--- src/rtl/exc_ctrl.sv ---
// exc_ctrl: MEM-stage exception/interrupt/ERET detection with registered pipeline flush and CP0 update strobes.
module exc_ctrl #(
  parameter logic [31:0] EXC_VECTOR = 32'h0000_0020,
  parameter int HOLD_CYCLES = 1
) (
  input  logic        clk,
  input  logic        rst,
  input  logic        mem_valid_i,
  input  logic [31:0] mem_pc_i,
  input  logic        mem_bd_i,
  input  logic        exc_syscall_i,
  input  logic        exc_inv_i,
  input  logic        exc_trap_i,
  input  logic        exc_ov_i,
  input  logic        exc_eret_i,
  input  logic [31:0] cp0_status_i,
  input  logic [31:0] cp0_cause_i,
  input  logic [31:0] cp0_epc_i,
  input  logic        wb_cp0_we_i,
  input  logic [4:0]  wb_cp0_waddr_i,
  input  logic [31:0] wb_cp0_data_i,
  output logic        flush_o,
  output logic [31:0] new_pc_o,
  output logic [31:0] excepttype_o,
  output logic        cp0_we_o,
  output logic [31:0] cp0_epc_o,
  output logic [4:0]  cp0_exccode_o,
  output logic        cp0_bd_o,
  output logic        cp0_exl_set_o,
  output logic        cp0_exl_clr_o,
  output logic        busy_o,
  output logic [15:0] exc_cnt_o
);
  typedef enum logic [1:0] {IDLE, FLUSH, HOLD} state_t;
  localparam logic [3:0] HOLD_LAST = 4'(HOLD_CYCLES - 1);
  state_t state, state_n;
  logic [3:0] hold_cnt;
  logic [31:0] status, cause, epc, code;
  logic irq, det, eret_sel, unused_ok;
  // Forward an in-flight write-back CP0 write so detection sees the newest values
  always_comb begin
    status = (wb_cp0_we_i && wb_cp0_waddr_i == 5'd12) ? wb_cp0_data_i : cp0_status_i;
    cause = cp0_cause_i;
    if (wb_cp0_we_i && wb_cp0_waddr_i == 5'd13) begin
      cause[9:8] = wb_cp0_data_i[9:8];
      cause[23:22] = wb_cp0_data_i[23:22];
    end
    epc = (wb_cp0_we_i && wb_cp0_waddr_i == 5'd14) ? wb_cp0_data_i : cp0_epc_i;
    irq = status[0] && !status[1] && |(cause[15:8] & status[15:8]);
    code = irq ? 32'h01 : exc_syscall_i ? 32'h08 : exc_inv_i ? 32'h0a :
           exc_trap_i ? 32'h0d : exc_ov_i ? 32'h0c : exc_eret_i ? 32'h0e : 32'h0;
    det = state == IDLE && mem_valid_i && code != 32'h0;
    eret_sel = code == 32'h0e;
    state_n = state == IDLE ? (det ? FLUSH : IDLE) :
              state == FLUSH ? HOLD : (hold_cnt == HOLD_LAST ? IDLE : HOLD);
    unused_ok = ^{status, cause};
  end
  always_ff @(posedge clk) begin
    if (rst) begin
      state <= IDLE;
      hold_cnt <= '0;
    end else begin
      state <= state_n;
      hold_cnt <= state == HOLD ? hold_cnt + 4'd1 : '0;
    end
  end
  always_ff @(posedge clk) begin
    if (rst) begin
      flush_o <= 1'b0;
      new_pc_o <= '0;
      excepttype_o <= '0;
      cp0_we_o <= 1'b0;
      cp0_epc_o <= '0;
      cp0_exccode_o <= '0;
      cp0_bd_o <= 1'b0;
      cp0_exl_set_o <= 1'b0;
      cp0_exl_clr_o <= 1'b0;
      exc_cnt_o <= '0;
    end else begin
      flush_o <= det;
      cp0_we_o <= det && !eret_sel && !status[1];
      cp0_exl_set_o <= det && !eret_sel;
      cp0_exl_clr_o <= det && eret_sel;
      if (det) begin
        new_pc_o <= eret_sel ? epc : EXC_VECTOR;
        excepttype_o <= code;
        cp0_epc_o <= mem_bd_i ? mem_pc_i - 32'd4 : mem_pc_i;
        cp0_exccode_o <= code[4:0];
        cp0_bd_o <= mem_bd_i;
        if (exc_cnt_o != 16'hFFFF) exc_cnt_o <= exc_cnt_o + 16'd1;
      end
    end
  end
  assign busy_o = state != IDLE;
endmodule

--- config.mk ---
export PLATFORM = sky130hd
export DESIGN_NAME = exc_ctrl
export DESIGN_NICKNAME = d
export VERILOG_FILES = /design/src/rtl/exc_ctrl.sv
export SDC_FILE = /design/constraint.sdc
export NUM_CORES = 1
export LEC_CHECK = 0
export ABC_AREA = 0
export CORE_MARGIN = 2
export CORE_UTILIZATION = 40
export DETAILED_ROUTE_END_ITERATION = 10
export MAX_ROUTING_LAYER = met4
export PLACE_DENSITY = 0.93
export SYNTH_ARGS = -nofsm -noshare
export SYNTH_HDL_FRONTEND = slang
export SYNTH_SLANG_ARGS = --single-unit
--- constraint.sdc ---
create_clock -name clk -period 4.5 [get_ports clk]
set_input_delay 0.9 -clock clk [delete_from_list [all_inputs] [get_ports clk]]
set_output_delay 0.9 -clock clk [all_outputs]
set_load 0.01 [all_outputs]
# == After elaboration in Yosys (flattened, before gate mapping) ==
# Cells that the tools add are included.
# totals
reg_bits,128
latchBits,0
ramBits,0
mem_bits_ro,0
in_bits,175
output_inout_bits,123
memories,0
# classes
add_sub_neg,3
multipliers,0
div_mod_pow,0
magnitude_cmp,0
n_eq_ne,7
shift,0
mux,15
n_bitwise,2
n_reduce_logical,19
# ops
operator,n
32-bit two-way mux,3
32-bit nonzero test,1
32-bit by 3-bit subtractor with 32-bit output (second input constant),1
4-bit two-way mux,6
16-bit by 1-bit adder with 16-bit output (second input constant),1
16-bit two-way mux,1
16-bit != test (second input constant),1
5-bit by 4-bit == test with 1-bit output (second input constant),3
1-bit logical AND,10
8-bit bitwise AND,1
2-bit two-way mux,4
8-bit OR reduction,1
4-bit by 1-bit adder with 4-bit output (second input constant),1
4-bit == test (second input constant),1
4-bit logical NOT,1
2-bit by 1-bit == test with 1-bit output (second input constant),1
2-bit == test (second input constant),1
1-bit logical NOT,2
2-bit logical NOT,1
2-bit AND reduction,1
2-bit nonzero test,1
2-bit OR reduction,1
1-bit two-way mux,1
1-bit inverter,1

# == Depth between registers and ports, before layout ==
# Gate-level depths: netlist of run 1.
# depth
word_depth,11
mapped_depth,10
mapped_depth_nobuf,9

# == Worst setup path before layout of run 1 ==
# No wires, ideal clock.
# synth_timing
kind,input-to-reg
from,in wb_cp0_waddr_i[4]
to,reg exc_cnt_o[10]
setup_ps,123
arrival_ps,3001
required_ps,4377
slack_ps,1376
stages,9
path_buffers,2
path_cell_list,nand4b_4 > or3_1 > buf_2 > mux2_4 > a221o_1 > o211ai_2 > buf_6 > nor4_1 > mux2_1
# synth_via
elab_chain_len,10
# synth_lines
element,line,rtl
from (decl),20,"input logic [4:0] wb_cp0_waddr_i,"
"5-bit by 4-bit == test with 1-bit output, on equally long branches","44, 42",
"1-bit logical AND, on equally long branches","44, 42",
2-bit two-way mux or 16-bit two-way mux (tied branches),"44, 42",
8-bit bitwise AND or 1-bit logical NOT (tied branches),49,irq = status[0] && !status[1] && |(cause[15:8] & status[15:8]);
8-bit OR reduction or 1-bit logical AND (tied branches),49,
1-bit logical AND (*),49,
4-bit two-way mux (*),50,code = irq ? 32'h01 : exc_syscall_i ? 32'h08 : exc_inv_i ? 32'h0a :
32-bit nonzero test (*),52,det = state == IDLE && mem_valid_i && code != 32'h0;
1-bit logical AND (*),52,
2-bit AND reduction (no source line) (*),--,
to (signal assigned),90,if (exc_cnt_o != 16'hFFFF) exc_cnt_o <= exc_cnt_o + 16'd1;
to (decl),32,output logic [15:0] exc_cnt_o
# Every way passes the cells marked *; elsewhere a longest branch is shown, timed or not.
# A chain may end at the register's enable or synchronous reset.

# == Final worst setup path of run 1 ==
# layout_timing
from,in wb_cp0_waddr_i[2]
to,reg new_pc_o[20]
# layout_via
elab_chain_len,9
# layout_lines
element,line,rtl
"5-bit by 4-bit == test with 1-bit output, on equally long branches","44, 42",
"1-bit logical AND, on equally long branches","44, 42",
2-bit two-way mux or 16-bit two-way mux (tied branches),"44, 42",
8-bit bitwise AND or 1-bit logical NOT (tied branches),49,
8-bit OR reduction or 1-bit logical AND (tied branches),49,
1-bit logical AND,49,
4-bit two-way mux,50,
32-bit nonzero test or 4-bit == test (tied branches),"52, 53",
1-bit logical AND or 32-bit two-way mux (tied branches),"52, 85",
to (signal assigned),85,new_pc_o <= eret_sel ? epc : EXC_VECTOR;
to (decl),23,"output logic [31:0] new_pc_o,"
# Parallel ways exist; a longest one is shown, timed or not.

==> results of run 1 <==
## metrics by stage
step           area, sq um  hold slack [ns]  total power, W  utilization  std cells
6_report              7431           0.4591        0.002231       0.6212        886
5_1_grt               7431           0.4641        0.002316       0.6212        886
3_5_place_dp          7072           0.4469        0.001347       0.5912        869
3_3_place_gp          7072           0.4431        0.001337       0.5912        869
4_1_cts               7428           0.4590        0.002252       0.6210        885
2_1_floorplan         4992           0.4297        0.001127            -        555
## cell usage in the layout (no fill, tap or decap), types with 20 or more instances in the layout
| cell type | instances |
|---|---|
| a211oi_2 | 20 |
| xnor2_1 | 22 |
| clkdlybuf4s50_1 | 221 |
| dfxtp_1 | 95 |
| a21oi_1 | 24 |
| conb_1 | 29 |
| o2bb2ai_1 | 31 |
| nand2_1 | 28 |
| nor2_1 | 60 |
| mux2i_1 | 34 |
## worst max-delay path, delay by kind of cell
kind,cells,cell delay [ns]
and+or+nand+nor,3,0.99
buffers and inverters,2,0.75
AOI/OAI and AO/OA,3,0.98
muxes,1,0.35
## cell type report
cell class,count,area (sq um),share of cell area
clock buffers,11,252.7,0.03401
well taps,147,183.9,0.02475
inverters,6,22.52,0.003031
multi-input cells,390,2666,0.3588
repair buffers,231,2297,0.3091
flip-flops and latches,95,1902,0.2559
clock inverters,5,103.9,0.01398
diodes,1,2.502,0.0003368
## cells by family after synthesis
family,synth area share
flip-flops,0.3891
AO/OA/AOI/OAI,0.1933
XOR/XNOR,0.05376
other,0.0007673
multiplexers,0.08653
adder cells (fa/ha/maj),0.01024
AND/OR/NAND/NOR,0.1769
buffers and inverters,0.08935
## where the power goes
| part | internal (W) | leakage [nW] | switching [W] |
|---|---|---|---|
| combinational | 0.000234 | 1.64 | 0.000192 |
| clock | 0.000574 | 0.176 | 0.000329 |
| sequential | 0.000879 | 0.775 | 0.0000231 |
| total | 0.00169 | 2.59 | 0.000544 |
## sequential cells by signal, summed over array words and instances (netlist names)
register       count
exc_cnt_o         16
cp0_epc_o         32
cp0_bd_o           1
new_pc_o          32
excepttype_o       4
cp0_exl_set_o      1
flush_o            1
cp0_we_o           1
cp0_exl_clr_o      1
hold_cnt           4
state              2
## layer usage
metal	global-route usage	share of wire
met3	0.07623	0.086
met4	0.09268	0.027
met2	0.3822	0.48
met5	-	0
met1	0.2528	0.40
## final timing paths
kind	depth (start not counted)	to	slack (ns)
worst max register to register	6	exc_cnt_o[10]	1.79
worst max-delay path	9	new_pc_o[20]	0.78
worst min-delay path	2	cp0_bd_o	0.46
worst min register to register	2	cp0_bd_o	0.46
==> summary.md, run 1 <==
| Metric | Value |
|---|---|
| Final WL | `14850 um` |
| Die ar. | `0.01312 sq mm` |
| Fmax | `268.8 MHz` |
| Number of port buffers | `222` |
| Distinct cells, synth | `50` |
| Max_cap viols | `0` |
| Startpoint types | `primary input` |
| Rows | `40` |
| Crit Path Category | `in -> reg` |
| Ys flop type | `dfxtp_1` |
| CTS Buf Count | `9` |
| Post-synth EDFFs | `0` |
| First-pass GRT wire length | `22600 um` |
| Fillers | `975` |
| CTS clk-pin slew, worst paths | `0.07 ns` |
| Total congestion overflow | `0` |
| Status | `complete, no violations` |
| Initial Util | `0.4086` |
| Hold Vio Cnt, Final | `0` |
| Clk_skew | `0.003450 ns` |
| Hold_sp | `cp0_bd_o` |
| GP Congestion | `0.9080` |
| Io pins | `298` |
| Hold Crit Class | `reg -> reg` |
| Mapped Avg Cell Area | `9.274 sq um` |
| Yosys top cell by area | `dfxtp_1` |
| Tot GR Track Use | `0.2296` |
| Critical Path, Cell by Cell | `clkdlybuf4s50_1 > nand4b_4 > or3_1 > mux2_4 > a221o_1 > o211a_4 > nor2_2 > buf_12 > o2bb2ai_1` |
| Final setup viols | `0` |
| Slew headroom | `0.1616` |
| Mapped Cells | `527` |
| Total negative slack | `0 ns` |
| Largest net degree at the start of global routing | `37` |
| Top post-synthesis cells by area | `dfxtp_1, mux2i_1, o2bb2ai_1` |
| Power per cell area | `300.3 mW/mm^2` |
| H-Tree Depth | `3` |
| Unrepaired setup endpoints after global routing | `false` |
| DRC viols | `0` |
| Seq cells post-synth | `95` |
| Fraction of layout cells with a size suffix above 1 | `0.07724` |
| CTS tree | `yes` |
| Area delta synth->final | `52.05%` |
| Worst-Skew Late Latency | `0.34 ns` |
| Final Cycle Share | `0.8267` |
| Ratio of routed vias to standard cells | `5.281` |
| Cts repair resizes | `0` |
| DIE HEIGHT | `114.5 um` |
| Commonest cells in the netlist | `dfxtp_1, nor2_1, buf_4, mux2i_1, o2bb2ai_1` |
| Core ar. | `0.01196 sq mm` |
| Initial DRC Count | `173` |
| Max Slew Vio Count | `0` |
| Top-area cell type share of the netlist area | `0.3891` |
| Vias in the first global route | `4498` |
| Final setup margin | `0.7799 ns` |
| Post-CTS Hold Fix Bufs | `0` |
| Vias post-DR | `4679` |
| Register area share after synthesis | `0.3891` |
| Crit path max-delay cell type | `clkdlybuf4s50_1` |
| Clock root cell | `clkbuf_16` |
| Worst EP required | `4.77 ns` |
| Average wire per standard cell | `16.76 um` |
| Antenna violations before repair | `1` |
| Worst EP arrival | `3.99 ns` |
| Lkg Pwr | `2.594 nW` |
| Type of element capturing the critical path | `flop` |
| Ys async rst share | `0` |
| Tmin final | `3.720 ns` |
| R2r startpoint | `exc_cnt_o[0]` |
| Final ANT Viol Nets | `0` |
| Peak supply drop | `0.2748 mV` |
| CP Max Fanout | `34` |
| Detailed Place HPWL | `11280 um` |
| DP Worst Slack | `0.4251 ns` |
| Crit path from | `wb_cp0_waddr_i[2]` |
| Top-count cell post-synth | `dfxtp_1` |
| Drt pass-1 iters | `4` |
| Yosys warns | `0` |
| Final nets | `912` |
| Clock Tree Buf Depth | `2` |
| Die Wd | `114.5 um` |
| Worst-Margin Slew | `1.253 ns` |
| CP peak stage delay | `0.52 ns` |
| Syn Std Cell Area | `0.004887 sq mm` |
| TritonCTS Sinks | `95` |
| Post-CTS Setup Bufs | `0` |
(Power assumes the default switching activity.)
==> inputs of run 2 (changes only) <==
--- a/config.mk
+++ b/config.mk
@@ -6,11 +6,12 @@
 export NUM_CORES = 1
 export LEC_CHECK = 0
 export ABC_AREA = 0
+export CORE_ASPECT_RATIO = 1.4
 export CORE_MARGIN = 2
-export CORE_UTILIZATION = 40
+export CORE_UTILIZATION = 38
 export DETAILED_ROUTE_END_ITERATION = 10
 export MAX_ROUTING_LAYER = met4
-export PLACE_DENSITY = 0.93
+export PLACE_DENSITY = 0.89
 export SYNTH_ARGS = -nofsm -noshare
 export SYNTH_HDL_FRONTEND = slang
 export SYNTH_SLANG_ARGS = --single-unit
==> constraint.sdc (replaced) <==
create_clock -name clk -period 3.7 [get_ports clk]
set_input_delay 0.74 -clock clk [delete_from_list [all_inputs] [get_ports clk]]
set_output_delay 0.74 -clock clk [all_outputs]
set_load 0.01 [all_outputs]
==> run 2 against run 1 <==
Critical path depth did not move. First-iteration DRC count fell by 9.8%. Via count fell by 1.0%. Sequential cell count stayed put. Total power increased by 18%. Critical endpoint is now exc_cnt_o[5]. Largest cell class unchanged.
==> summary.md, run 2 (synthesized netlist as in run 1, its figures left out) <==
| Metric | Value |
|---|---|
| Max_cap viols | `0 (unchanged)` |
| Clock Tree Buf Depth | `2 (unchanged)` |
| Startpoint types | `primary input (unchanged)` |
| Peak supply drop | `0.2537 mV (was 0.2748 mV)` |
| Most frequent cells in the layout | `clkdlybuf4s50_1, dfxtp_1, nor2_1 (unchanged)` |
| Final nets | `917 (was 912)` |
| CTS tree | `yes (unchanged)` |
| Post-route insts no fill | `896 (was 886)` |
| Clock root cell | `clkbuf_16 (unchanged)` |
| Initial Util | `0.3851 (was 0.4086)` |
| Placed cell count | `880 (was 869)` |
| Io pins | `298 (unchanged)` |
| DRC viols | `0 (unchanged)` |
| Final Cycle Share | `0.8998` |
| Cts repair resizes | `0 (unchanged)` |
| TritonCTS Sinks | `95 (unchanged)` |
| CP Max Fanout | `32 (was 34)` |
| Worst EP required | `3.92 ns (was 4.77 ns)` |
| Hold Crit Class | `reg -> reg (unchanged)` |
| Post-CTS Setup Bufs | `0 (unchanged)` |
| Slew headroom | `0.6260 (was 0.1616)` |
| Vias post-DR | `4631 (was 4679)` |
| Vias in the first global route | `4435 (was 4498)` |
| Initial DRC Count | `156 (was 173)` |
| Tot GR Track Use | `0.2062 (was 0.2296)` |
| Crit path from | `wb_cp0_waddr_i[2] (unchanged)` |
| Final WL | `14000 um (was 14850 um)` |
| R2R setup slack | `1.68 ns (was 1.79 ns)` |
| Worst hold path cell count | `2 (unchanged)` |
| Rows | `49 (was 40)` |
| Crit Path Category | `in -> reg (unchanged)` |
| Die Wd | `99.85 um (was 114.5 um)` |
| Antenna violations before repair | `0 (was 1)` |
| Average wire per standard cell | `15.62 um (was 16.76 um)` |
| Worst Setup EP | `exc_cnt_o[5] (was new_pc_o[20])` |
| Detailed Place HPWL | `10890 um (was 11280 um)` |
| R2r startpoint | `state[1] (was exc_cnt_o[0])` |
| Type of element capturing the critical path | `flop (unchanged)` |
| Worst-Margin Slew | `0.5611 ns (was 1.253 ns)` |
| Hold Vio Cnt, Final | `0 (unchanged)` |
| Unrepaired setup endpoints after global routing | `false (unchanged)` |
| Worst-Skew Late Latency | `0.33 ns (was 0.34 ns)` |
| Fmax | `300.4 MHz` |
| GP Congestion | `0.8150 (was 0.9080)` |
| Total congestion overflow | `0 (unchanged)` |
| DIE HEIGHT | `138.2 um (was 114.5 um)` |
| Ratio of routed vias to standard cells | `5.169 (was 5.281)` |
| CTS clk-pin slew, worst paths | `0.07 ns (about the same)` |
| Post-CTS Hold Fix Bufs | `0 (unchanged)` |
| Die ar. | `0.01380 sq mm (was 0.01312 sq mm)` |
| Final setup viols | `0 (unchanged)` |
| Biggest regs | `cp0_epc_o: 32 flops, new_pc_o: 32 flops, exc_cnt_o: 16 flops (unchanged)` |
| Power per cell area | `350.6 mW/mm^2 (was 300.3 mW/mm^2)` |
| Max Slew Vio Count | `0 (unchanged)` |
| Number of port buffers | `222 (unchanged)` |
| Tmin final | `3.329 ns` |
| Total negative slack | `0 ns (unchanged)` |
| Lkg Pwr | `2.614 nW (was 2.594 nW)` |
| Largest net degree at the start of global routing | `39 (was 37)` |
| H-Tree Depth | `3 (unchanged)` |
| Commonest non-fill, non-tap cell in the layout | `clkdlybuf4s50_1 (unchanged)` |
| Fraction of layout cells with a size suffix above 1 | `0.08221 (was 0.07724)` |
| Worst EP arrival | `3.55 ns (was 3.99 ns)` |
| Final ANT Viol Nets | `0 (unchanged)` |
| Status | `complete, no violations (unchanged)` |
| CTS Buf Count | `9 (unchanged)` |
| R2r worst-path depth | `6 (unchanged)` |
| Area delta synth->final | `53.02% (was 52.05%)` |
| Core ar. | `0.01269 sq mm (was 0.01196 sq mm)` |
| Drt pass-1 iters | `4 (unchanged)` |
| RR Endpoint | `exc_cnt_o[10] (unchanged)` |
| Clk_skew | `0.004907 ns (was 0.003450 ns)` |
| First-pass GRT wire length | `22070 um (was 22600 um)` |
run 2: changes by cell type in the layout (fill, tap and decap cells not counted), sizes merged:
cell / previous run / this run
buf: 10 / 15
clkinv: 2 / 3
bufinv: 3 / 2
clkbuf: 11 / 10
run 2: routing by layer:
metal | wire [um] | up-vias | track usage
met5 | 0 | - | -
met3 | 1031 | 18 | 0.04904
li1 | - | 2269 | -
met2 | 7024 | 193 | 0.3542
met1 | 5622 | 2151 | 0.2348
met4 | 320 | 0 | 0.06489
run 2: critical path, cell delays in order:
cell             delay [ns]
clkdlybuf4s50_1        0.51
nand4b_4               0.16
or3_1                  0.47
mux2_4                 0.34
a221o_1                0.42
o211ai_2               0.29
buf_12                 0.21
nor3b_1                0.07
mux2_1                 0.31
run 2: final cells by class:
type,count,area [sq um]
antenna,1,2.502
clock buffer,10,239.0
clock inverter,5,82.58
fill,1074,5213
inverter,6,22.52
multi-input combinational,390,2666
sequential,95,1902
tap,153,191.4
timing repair buffer,236,2372
run 2: per-stage QoR:
step / area [sq um] / worst slack, ns / hold WS, ns / utilization / power (W)
3_3_place_gp: 7154 / 0.04766 / 0.4408 / 0.5637 / 0.001640
3_5_place_dp: 7154 / 0.02067 / 0.4458 / 0.5637 / 0.001648
4_1_cts: 7476 / 0.3799 / 0.4624 / 0.5891 / 0.002664
5_1_grt: 7476 / 0.2972 / 0.4764 / 0.5891 / 0.002741
2_1_floorplan: 4992 / 0.7357 / 0.4297 / - / 0.001371
6_report: 7478 / 0.3707 / 0.4603 / 0.5893 / 0.002622
run 2: how the worst min path moves through the flow:
stage                       startpoint           end  slack, ns
after global routing      new_pc_o[29]  new_pc_o[29]       0.48
after detailed placement  new_pc_o[31]  new_pc_o[31]       0.45
after floorplan            hold_cnt[0]   hold_cnt[0]       0.43
after global placement    cp0_epc_o[3]  cp0_epc_o[3]       0.44
final                     cp0_epc_o[0]  cp0_epc_o[0]       0.46
after CTS                     cp0_bd_o      cp0_bd_o       0.46
run 2: power breakdown:
part	switching, W	leakage, nW	internal, W	total (W)
clock network	0.000390	0.159	0.000608	0.000999
registers	0.0000270	0.775	0.00107	0.00110
logic	0.000232	1.68	0.000294	0.000527
